### config.mk
export PLATFORM = sky130hd
export DESIGN_NAME = multdiv_sequencer
export DESIGN_NICKNAME = d
export VERILOG_FILES = /design/src/rtl/md_seq_pkg.sv /design/src/rtl/md_timeout_counter.sv /design/src/rtl/multdiv_sequencer.sv
export SDC_FILE = /design/constraint.sdc
export NUM_CORES = 1
export LEC_CHECK = 0
export ABC_AREA = 1
export CAP_MARGIN = 20
export CORE_AREA = 2 2 105 107
export CTS_CLUSTER_SIZE = 8
export DETAILED_ROUTE_END_ITERATION = 8
export DIE_AREA = 0 0 107 109
export PLACE_DENSITY = 0.8
export SLEW_MARGIN = 30
export SYNTH_ARGS = -nofsm -noshare
export SYNTH_HDL_FRONTEND = slang
export SYNTH_SLANG_ARGS = --single-unit
### constraint.sdc
create_clock -name clock -period 1.6 [get_ports clock]
set_input_delay 0.16 -clock clock [delete_from_list [all_inputs] [get_ports clock]]
set_output_delay 0.16 -clock clock [all_outputs]
set_load 0.05 [all_outputs]
### src/rtl/md_seq_pkg.sv
// Shared definitions for the mult/div sequencer.
//   md_state_e : sequencer FSM encoding (2 bits)
//   md_op_e    : latched operation kind
//   defaults for the rstatus target register, exception codes and WAIT timeout
//   exc_code() : selects the rstatus code for an operation
package md_seq_pkg;

  typedef enum logic [1:0] {
    StIdle  = 2'd0,
    StStart = 2'd1,
    StWait  = 2'd2,
    StDone  = 2'd3
  } md_state_e;

  typedef enum logic {
    OpMult = 1'b0,
    OpDiv  = 1'b1
  } md_op_e;

  localparam int unsigned RstatusReg     = 30;
  localparam int unsigned MultExcCodeDef = 4;
  localparam int unsigned DivExcCodeDef  = 5;
  localparam int unsigned TimeoutDef     = 64;

  // Zero-extended code written to rstatus when the operation raises an exception.
  function automatic logic [31:0] exc_code(input md_op_e      op,
                                           input int unsigned mult_code,
                                           input int unsigned div_code);
    logic [31:0] code;
    code = (op == OpMult) ? mult_code : div_code;
    return code;
  endfunction

endpackage

### src/rtl/md_timeout_counter.sv
// WAIT-state watchdog for the mult/div sequencer.
// Ports:
//   clk_i     : clock, rising edge
//   clear_i   : synchronous clear (held while the sequencer is outside WAIT, and on reset)
//   en_i      : count one WAIT cycle
//   expired_o : high during the Timeout-th enabled cycle since the last clear
// Timeout must be >= 2.
module md_timeout_counter #(
  parameter int unsigned Timeout = 64
) (
  input  logic clk_i,
  input  logic clear_i,
  input  logic en_i,
  output logic expired_o
);

  localparam int unsigned     CntW    = $clog2(Timeout);
  localparam logic [CntW-1:0] CntLast = CntW'(Timeout - 1);

  logic [CntW-1:0] cnt_q, cnt_d;

  assign expired_o = en_i && (cnt_q == CntLast);

  always_comb begin
    cnt_d = cnt_q;
    if (clear_i) begin
      cnt_d = '0;
    end else if (en_i && !expired_o) begin
      cnt_d = cnt_q + 1'b1;
    end
  end

  always_ff @(posedge clk_i) begin
    cnt_q <= cnt_d;
  end

endmodule

### src/rtl/multdiv_sequencer.sv
// Sequences the multi-cycle mult/div unit for the 5-stage pipeline.
// A mult/div in DX is accepted, the unit is started with a one-cycle pulse, and PC/FD/DX are
// frozen (bubbles into XM) until the result is back. The result then waits for the regfile write
// port (MW has priority) and the instruction retires as a nop. Exceptions write a fixed code to
// rstatus instead of the destination.
//
// Optional feature: define MULTDIV_TIMEOUT_EN to force an exception after TIMEOUT WAIT cycles
// without a result. Without it WAIT lasts until md_resultRDY.
//
// Ports:
//   clock, reset          : rising-edge clock, synchronous active-high reset
//   DX_isMult / DX_isDiv  : DX holds a mult / div (mult wins if both)
//   DX_rd, DX_A, DX_B     : destination and bypassed operands at DX
//   MW_regWrite           : MW owns the regfile write port this cycle
//   md_resultRDY          : unit result valid pulse, with md_result / md_exception
//   ctrl_MULT / ctrl_DIV  : one-cycle start pulses to the unit
//   md_A, md_B            : operands latched at accept
//   stall                 : freeze PC/FD/DX, inject nop into XM
//   wb_en, wb_rd, wb_data : regfile write from the sequencer (all zero when not writing)
//   md_retire             : DX instruction leaves as a nop this cycle
module multdiv_sequencer
  import md_seq_pkg::*;
#(
  parameter int unsigned RSTATUS_REG   = RstatusReg,
  parameter int unsigned MULT_EXC_CODE = MultExcCodeDef,
  parameter int unsigned DIV_EXC_CODE  = DivExcCodeDef,
  parameter int unsigned TIMEOUT       = TimeoutDef
) (
  input  logic        clock,
  input  logic        reset,
  input  logic        DX_isMult,
  input  logic        DX_isDiv,
  input  logic [4:0]  DX_rd,
  input  logic [31:0] DX_A,
  input  logic [31:0] DX_B,
  input  logic        MW_regWrite,
  input  logic        md_resultRDY,
  input  logic [31:0] md_result,
  input  logic        md_exception,
  output logic        ctrl_MULT,
  output logic        ctrl_DIV,
  output logic [31:0] md_A,
  output logic [31:0] md_B,
  output logic        stall,
  output logic        wb_en,
  output logic [4:0]  wb_rd,
  output logic [31:0] wb_data,
  output logic        md_retire
);

  md_state_e   state_q, state_d;
  md_op_e      op_q, op_d;
  logic [4:0]  rd_q, rd_d;
  logic [31:0] a_q, a_d;
  logic [31:0] b_q, b_d;
  logic [31:0] result_q, result_d;
  logic        exc_q, exc_d;
  logic        timeout_expired;

`ifdef MULTDIV_TIMEOUT_EN
  logic timeout_clear;
  logic timeout_en;

  // Held clear outside WAIT, so the count always starts from zero on WAIT entry.
  assign timeout_clear = reset || (state_q != StWait);
  assign timeout_en    = (state_q == StWait);

  md_timeout_counter #(
    .Timeout (TIMEOUT)
  ) u_timeout_counter (
    .clk_i     (clock),
    .clear_i   (timeout_clear),
    .en_i      (timeout_en),
    .expired_o (timeout_expired)
  );
`else
  logic unused_timeout;

  assign timeout_expired = 1'b0;
  assign unused_timeout  = ^TIMEOUT;
`endif

  assign md_A = a_q;
  assign md_B = b_q;

  always_comb begin
    state_d   = state_q;
    op_d      = op_q;
    rd_d      = rd_q;
    a_d       = a_q;
    b_d       = b_q;
    result_d  = result_q;
    exc_d     = exc_q;
    ctrl_MULT = 1'b0;
    ctrl_DIV  = 1'b0;
    stall     = 1'b0;
    wb_en     = 1'b0;
    wb_rd     = '0;
    wb_data   = '0;
    md_retire = 1'b0;

    unique case (state_q)
      StIdle: begin
        if (DX_isMult || DX_isDiv) begin
          op_d    = DX_isMult ? OpMult : OpDiv;
          rd_d    = DX_rd;
          a_d     = DX_A;
          b_d     = DX_B;
          // Freeze DX in the accept cycle itself so the instruction is not lost.
          stall   = 1'b1;
          state_d = StStart;
        end
      end

      StStart: begin
        stall     = 1'b1;
        ctrl_MULT = (op_q == OpMult);
        ctrl_DIV  = (op_q == OpDiv);
        // A result can not coincide with its own start pulse; any RDY here is ignored.
        state_d   = StWait;
      end

      StWait: begin
        stall = 1'b1;
        if (md_resultRDY) begin
          result_d = md_result;
          exc_d    = md_exception;
          state_d  = StDone;
        end else if (timeout_expired) begin
          exc_d   = 1'b1;
          state_d = StDone;
        end
      end

      StDone: begin
        if (MW_regWrite) begin
          // MW owns the write port; hold the pipeline until it frees up.
          stall = 1'b1;
        end else begin
          md_retire = 1'b1;
          state_d   = StIdle;
          if (exc_q) begin
            wb_en   = 1'b1;
            wb_rd   = 5'(RSTATUS_REG);
            wb_data = exc_code(op_q, MULT_EXC_CODE, DIV_EXC_CODE);
          end else if (rd_q != 5'd0) begin
            wb_en   = 1'b1;
            wb_rd   = rd_q;
            wb_data = result_q;
          end
        end
      end

      default: begin
        state_d = StIdle;
      end
    endcase
  end

  always_ff @(posedge clock) begin
    if (reset) begin
      state_q  <= StIdle;
      op_q     <= OpMult;
      rd_q     <= '0;
      a_q      <= '0;
      b_q      <= '0;
      result_q <= '0;
      exc_q    <= 1'b0;
    end else begin
      state_q  <= state_d;
      op_q     <= op_d;
      rd_q     <= rd_d;
      a_q      <= a_d;
      b_q      <= b_d;
      result_q <= result_d;
      exc_q    <= exc_d;
    end
  end

endmodule

== Word level (Yosys, flattened, before mapping) ==
Cells that the tools add are included.
Widths: inputs -> output; s select.

* Logic and storage cells: 46
* Bits of input ports: 108
* Register bits: 105
* Output and inout port bits: 106

* Equal/unequal tests: 6
* Mux-type cells: 25
* Reductions and logical operators: 7
* Bitwise gates (word level): 1

{| class="wikitable"
|+ Operator list
! cell !! count
|-
| $mux 32 || 4
|-
| $mux 5 || 4
|-
| $mux 1 || 12
|-
| $pmux 2 s4 || 1
|-
| $mux 2 || 3
|-
| $ne 2x2->1 const B || 3
|-
| $reduce_bool 5->1 || 1
|-
| $eq 2x2->1 const B || 2
|-
| $reduce_and 2->1 || 2
|-
| $pmux 1 s3 || 1
|-
| $reduce_and 3->1 || 1
|-
| $eq 2x1->1 const B || 1
|-
| $logic_not 2->1 || 1
|-
| $reduce_or 2->1 || 1
|-
| $logic_or 1x1->1 || 1
|-
| $not 1->1 || 1
|}

== Longest topological paths before layout ==
* Word-level depth: 5
* Mapped depth: 9

== Worst setup path after synthesis ==
Ideal clock, no wire load.

* Path kind: reg-to-output
* Start: reg state_q[0]
* End: out wb_data[2]
* Arrival time: 2.673 ns
* Cell stages (with the launch flop): 6
* Path buffers: 0
* Slack: -1.233 ns
* Path through: dfxtp_1 > ha_1 > inv_1 > nor2_1 > inv_1 > nor3_1

* Longest elaborated chain between the ends: 2

{| class="wikitable"
|+ Ends and longest elaborated chain
! what !! RTL line !! source
|-
| from (decl) || multdiv_sequencer.sv:51 || <nowiki>md_state_e state_q, state_d;</nowiki>
|-
| from (signal assigned) || multdiv_sequencer.sv:162 || <nowiki>state_q <= StIdle;</nowiki>
|-
| from (signal assigned) || multdiv_sequencer.sv:170 || <nowiki>state_q <= state_d;</nowiki>
|-
| $eq 2x2->1 || multdiv_sequencer.sv:102 || <nowiki>unique case (state_q)</nowiki>
|-
| $mux 32 || multdiv_sequencer.sv:102 ||
|-
| to (decl) || multdiv_sequencer.sv:47 || <nowiki>output logic [31:0] wb_data,</nowiki>
|}

No other way between the ends.

== Final worst setup path ==
* Start: reg state_q[0]
* End: out wb_rd[4]

* Longest elaborated chain between the ends: 2

{| class="wikitable"
|+ Ends and longest elaborated chain
! what !! RTL line !! source
|-
| $eq 2x2->1 || multdiv_sequencer.sv:102 ||
|-
| $mux 5 || multdiv_sequencer.sv:102 ||
|-
| to (decl) || multdiv_sequencer.sv:46 || <nowiki>output logic [4:0] wb_rd,</nowiki>
|}

No other way between the ends.

==> results.txt <==
The synthesized cell area came out at 4150 µm². The number of antenna violations at the first check in global routing came out at 0. The number of distinct library cell variants in the gate-level netlist after synthesis came out at 22.

The global-route usage over all layers is 23.1%. For this run, the leading register cell type out of synthesis is dfxtp_1. The standby leakage power is 0.00303 µW. The number of buffers on the longest clock path came out at 2.

For the pin with the worst max-slew slack, the measured transition is 0.265 ns. The average routed wire per standard cell came out at 15.4 µm. The final reports fail on negative setup slack.

The number of nets in the synthesized netlist came out at 687. The critical path start-end classification is flop to output pin. The floorplan step defined a die boundary enclosing 11700 µm². The top-level I/O count is 214. The internal power component came out at 6520 µW. The floorplan has 38 rows. The delay of the slowest cell on the worst path came out at 0.37 ns. The wire length of the first global-routing pass came out at 21400 µm. The total setup violations reported at the end of the flow came out at 40. The pin count of the biggest net entering global routing is 71. The number of input and output port buffers inserted is 213. The utilization of the core after routing is 70.9%. On the critical path, the stage with the largest delay is an instance of dfxtp_4. Together, buffers and inverters on the worst path number 4. The total vias in the final route came out at 4540.

The floorplan step set the die width to 107 µm. During synthesis, Yosys emitted a total of 0 warnings. Broken down by cell family, the worst path's largest delay share belongs to buffers and inverters. After technology mapping, the gate count stands at 574. The worst setup path is launched from a flop. The flow ran to the end, but the final reports show violations. TritonCTS built the clock tree. The fraction of final layout cells sized beyond drive strength 1 came out at 27.2%.

At the end of routability-driven placement, the weighted congestion stood at 0.859. The vertical extent of the die is 109 µm. The clock-pin slew of the registers on the worst-case setup and hold paths came out at 0.09 ns. Sequential cells account for 31.4% of the total power. The via count of the first global-routing pass came to 4388. Setup repair after global routing could not meet its margin everywhere. Counting flops with a built-in enable in the synthesized netlist gives 0. The placeable core region is 10600 µm². The final max-slew violation count came out at 0. For this design the total switching power over the nets is 5840 µW. The DRC marker count from the first detailed-route iteration came out at 257.

The tightest slew margin relative to the limit came out at 82.2%. CTS placed an instance of clkbuf_8 at the clock tree root. Traced cell by cell, the critical path runs through ha_4, inv_2, nor2_4, clkinvlp_4, buf_8, a21oi_4, buf_12. The clock network burns 13.2% of the power. The post-route worst setup slack came out at -0.305 ns. The number of inserted filler cells in the final layout came out at 800. The total routed wirelength is 14400 µm.

The final critical-path required period is 1.90 ns. The setup skew after layout is 0.00394 ns. The number of nets in the final layout is 902. The DRC violation count after routing is 0. The synthesized flop and latch total came out at 105. The maximum resistive drop on vdd is 1260 µV. The number of diodes is 0. The total number of H-tree levels came out at 3. The total congestion overflow is 0. At the later pin of the worst-skew pair, clock insertion delay measures 0.36 ns. The power per standard cell area came out at 1640 nW/µm².

The post-detailed-placement half-perimeter wirelength came out at 9850 µm. The number of clock sinks seen by CTS came out at 105. The share of the cycle needed by the critical path after routing is 119%.

The worst hold path belongs to the class primary input to flop. The arrival time of data at the critical path endpoint came out at 1.74 ns. The post-detailed-placement cell area is 7020 µm². The sequential share of the synthesized area is 50.6%. STA classifies the critical path endpoint as an output pin. The proportion of register bits with asynchronous set or reset after synthesis is 0%. The count of hold-fix buffers inserted at cts came out at 0. The data required time of the worst path is 1.44 ns. Timing would allow up to 525 MHz. The worst-path maximum fanout came out at 4. The per-instance average area after synthesis is 7.23 µm².

Net switching is 47.2% of the power. The post-detailed-route via-to-cell ratio came out at 4.86. The final hold violation count came out at 0. The detailed-routing iteration count for the pre-antenna-repair pass is 4.

The fraction of power consumed by combinational cells is 55.5%. The count of antenna-violating nets left after detailed routing came out at 0. The layout overhead on the synthesized area came out at 81.1%. The initial utilization of the core area, before any placement, comes to 39.2%. The finished layout cell area is 7520 µm². The number of violations of the max-capacitance limit came out at 0. Counting the buffers created by CTS gives 9.
[placed cells by master, fill, tap and decap left out, types with 2 or more instances in the layout]
| master | synthesis | layout |
|---|---|---|
| buf_12 | 0 | 47 |
| nand3_1 | 3 | 2 |
| clkbuf_16 | 0 | 4 |
| inv_1 | 16 | 11 |
| clkbuf_1 | 14 | 4 |
| buf_4 | 1 | 73 |
| inv_4 | 1 | 2 |
| nand2_1 | 39 | 38 |
| nor2_2 | 10 | 13 |
| clkdlybuf4s50_1 | 0 | 107 |
| clkbuf_8 | 0 | 10 |
| ha_1 | 5 | 2 |
| inv_2 | 1 | 4 |
| nor2_4 | 1 | 37 |
| buf_8 | 1 | 2 |
| o21ai_1 | 0 | 8 |
| clkinvlp_4 | 0 | 2 |
| dfxtp_1 | 105 | 103 |
| buf_6 | 1 | 7 |
| a21oi_1 | 3 | 2 |
| o21ai_0 | 103 | 94 |
| nor3_4 | 0 | 2 |
| nor2_1 | 245 | 206 |
| dfxtp_4 | 0 | 2 |
| ha_4 | 0 | 3 |
[synth_stat cells (3+ instances only)]
cell / number / area (µm²)
o21ai_0: 103 / 515
dfxtp_1: 105 / 2100
nand3_1: 3 / 15.0
ha_1: 5 / 62.6
buf_2: 18 / 90.1
nor2_1: 245 / 920
nor2_2: 10 / 62.6
inv_1: 16 / 60.1
a21oi_1: 3 / 15.0
nand2_1: 39 / 146
clkbuf_1: 14 / 52.6
[registers in the layout (all words and copies together) (netlist names)]
register,cells
md_A,32
md_B,32
op_q,1
result_q,32
exc_q,1
state_q,2
rd_q,5
[power groups by stage]
stage / clock network [µW] / registers, µW / logic, µW
after global placement: 0 / 3860 / 6210
after CTS: 1660 / 3860 / 6500
after floorplan: 0 / 5750 / 2330
after global routing: 1750 / 3960 / 7290
final: 1630 / 3870 / 6850
after detailed placement: 0 / 3900 / 6350
[cell type report]
type,count,area (µm²),area share [%]
clock buffers,14,153,2.03
clock inverters,2,37.5,0.499
inverters,18,76.3,1.02
multi-input cells,414,2170,28.9
flip-flops and latches,105,2110,28.1
well taps,140,175,2.33
repair buffers,241,2800,37.2
[final timing paths]
path                                                   to                 startpoint  slack, ns  cells after the start
worst max-delay path                             wb_rd[4]    state_q[0]$_SDFFE_PP0P_      -0.30                      7
worst min register to register  result_q[17]$_SDFFE_PP0P_  result_q[17]$_SDFFE_PP0P_       0.49                      2
worst max register to register      md_A[30]$_SDFFE_PP0P_    state_q[0]$_SDFFE_PP0P_       0.06                      9
worst min-delay path                 md_B[6]$_SDFFE_PP0P_                    DX_B[6]       0.38                      3
[kinds of logic after synthesis]
group | Yosys count | share of synthesized area, %
AOI/OAI and AO/OA | 108 | 13.1
buffers and inverters | 55 | 6.18
adders and majority gates | 5 | 1.51
DFF | 105 | 50.6
and+or+nand+nor | 301 | 28.5
[worst min-delay path: stages]
cell             delay (ns)
clkdlybuf4s50_1        0.39
nor2_1                 0.10
nor2_1                 0.05
[layer usage]
layer	up-vias	track usage, %	routed length, µm
met2	187	39.7	7100
li1	2224	-	-
met1	2113	26.6	5650
met3	16	7.89	1410
met5	-	0	0
met4	0	9.18	210
[metrics by stage]
step	hold WS (ns)	cells	total power [µW]	setup WS [ns]	setup TNS, ns
global placement	0.465	905	10100	-0.0666	-0.245
finish	0.378	934	12400	-0.305	-10.31
global route	0.363	934	13000	-0.384	-13.43
CTS	0.356	928	12000	-0.242	-8.06
floorplan	0.288	574	8080	-0.144	-4.20
detailed placement	0.472	905	10300	-0.101	-1.00
[repair_timing]
item / in CTS / in global routing
gates resized for setup: 20 / 21
setup buffers: 7 / 2
gates cloned: 0 / 4
pin swaps: 6 / 6
setup endpoints to repair: 39 / 110
endpoints found under the hold margin: 0 / 0
No activity file was read; power rests on OpenSTA's default activity.
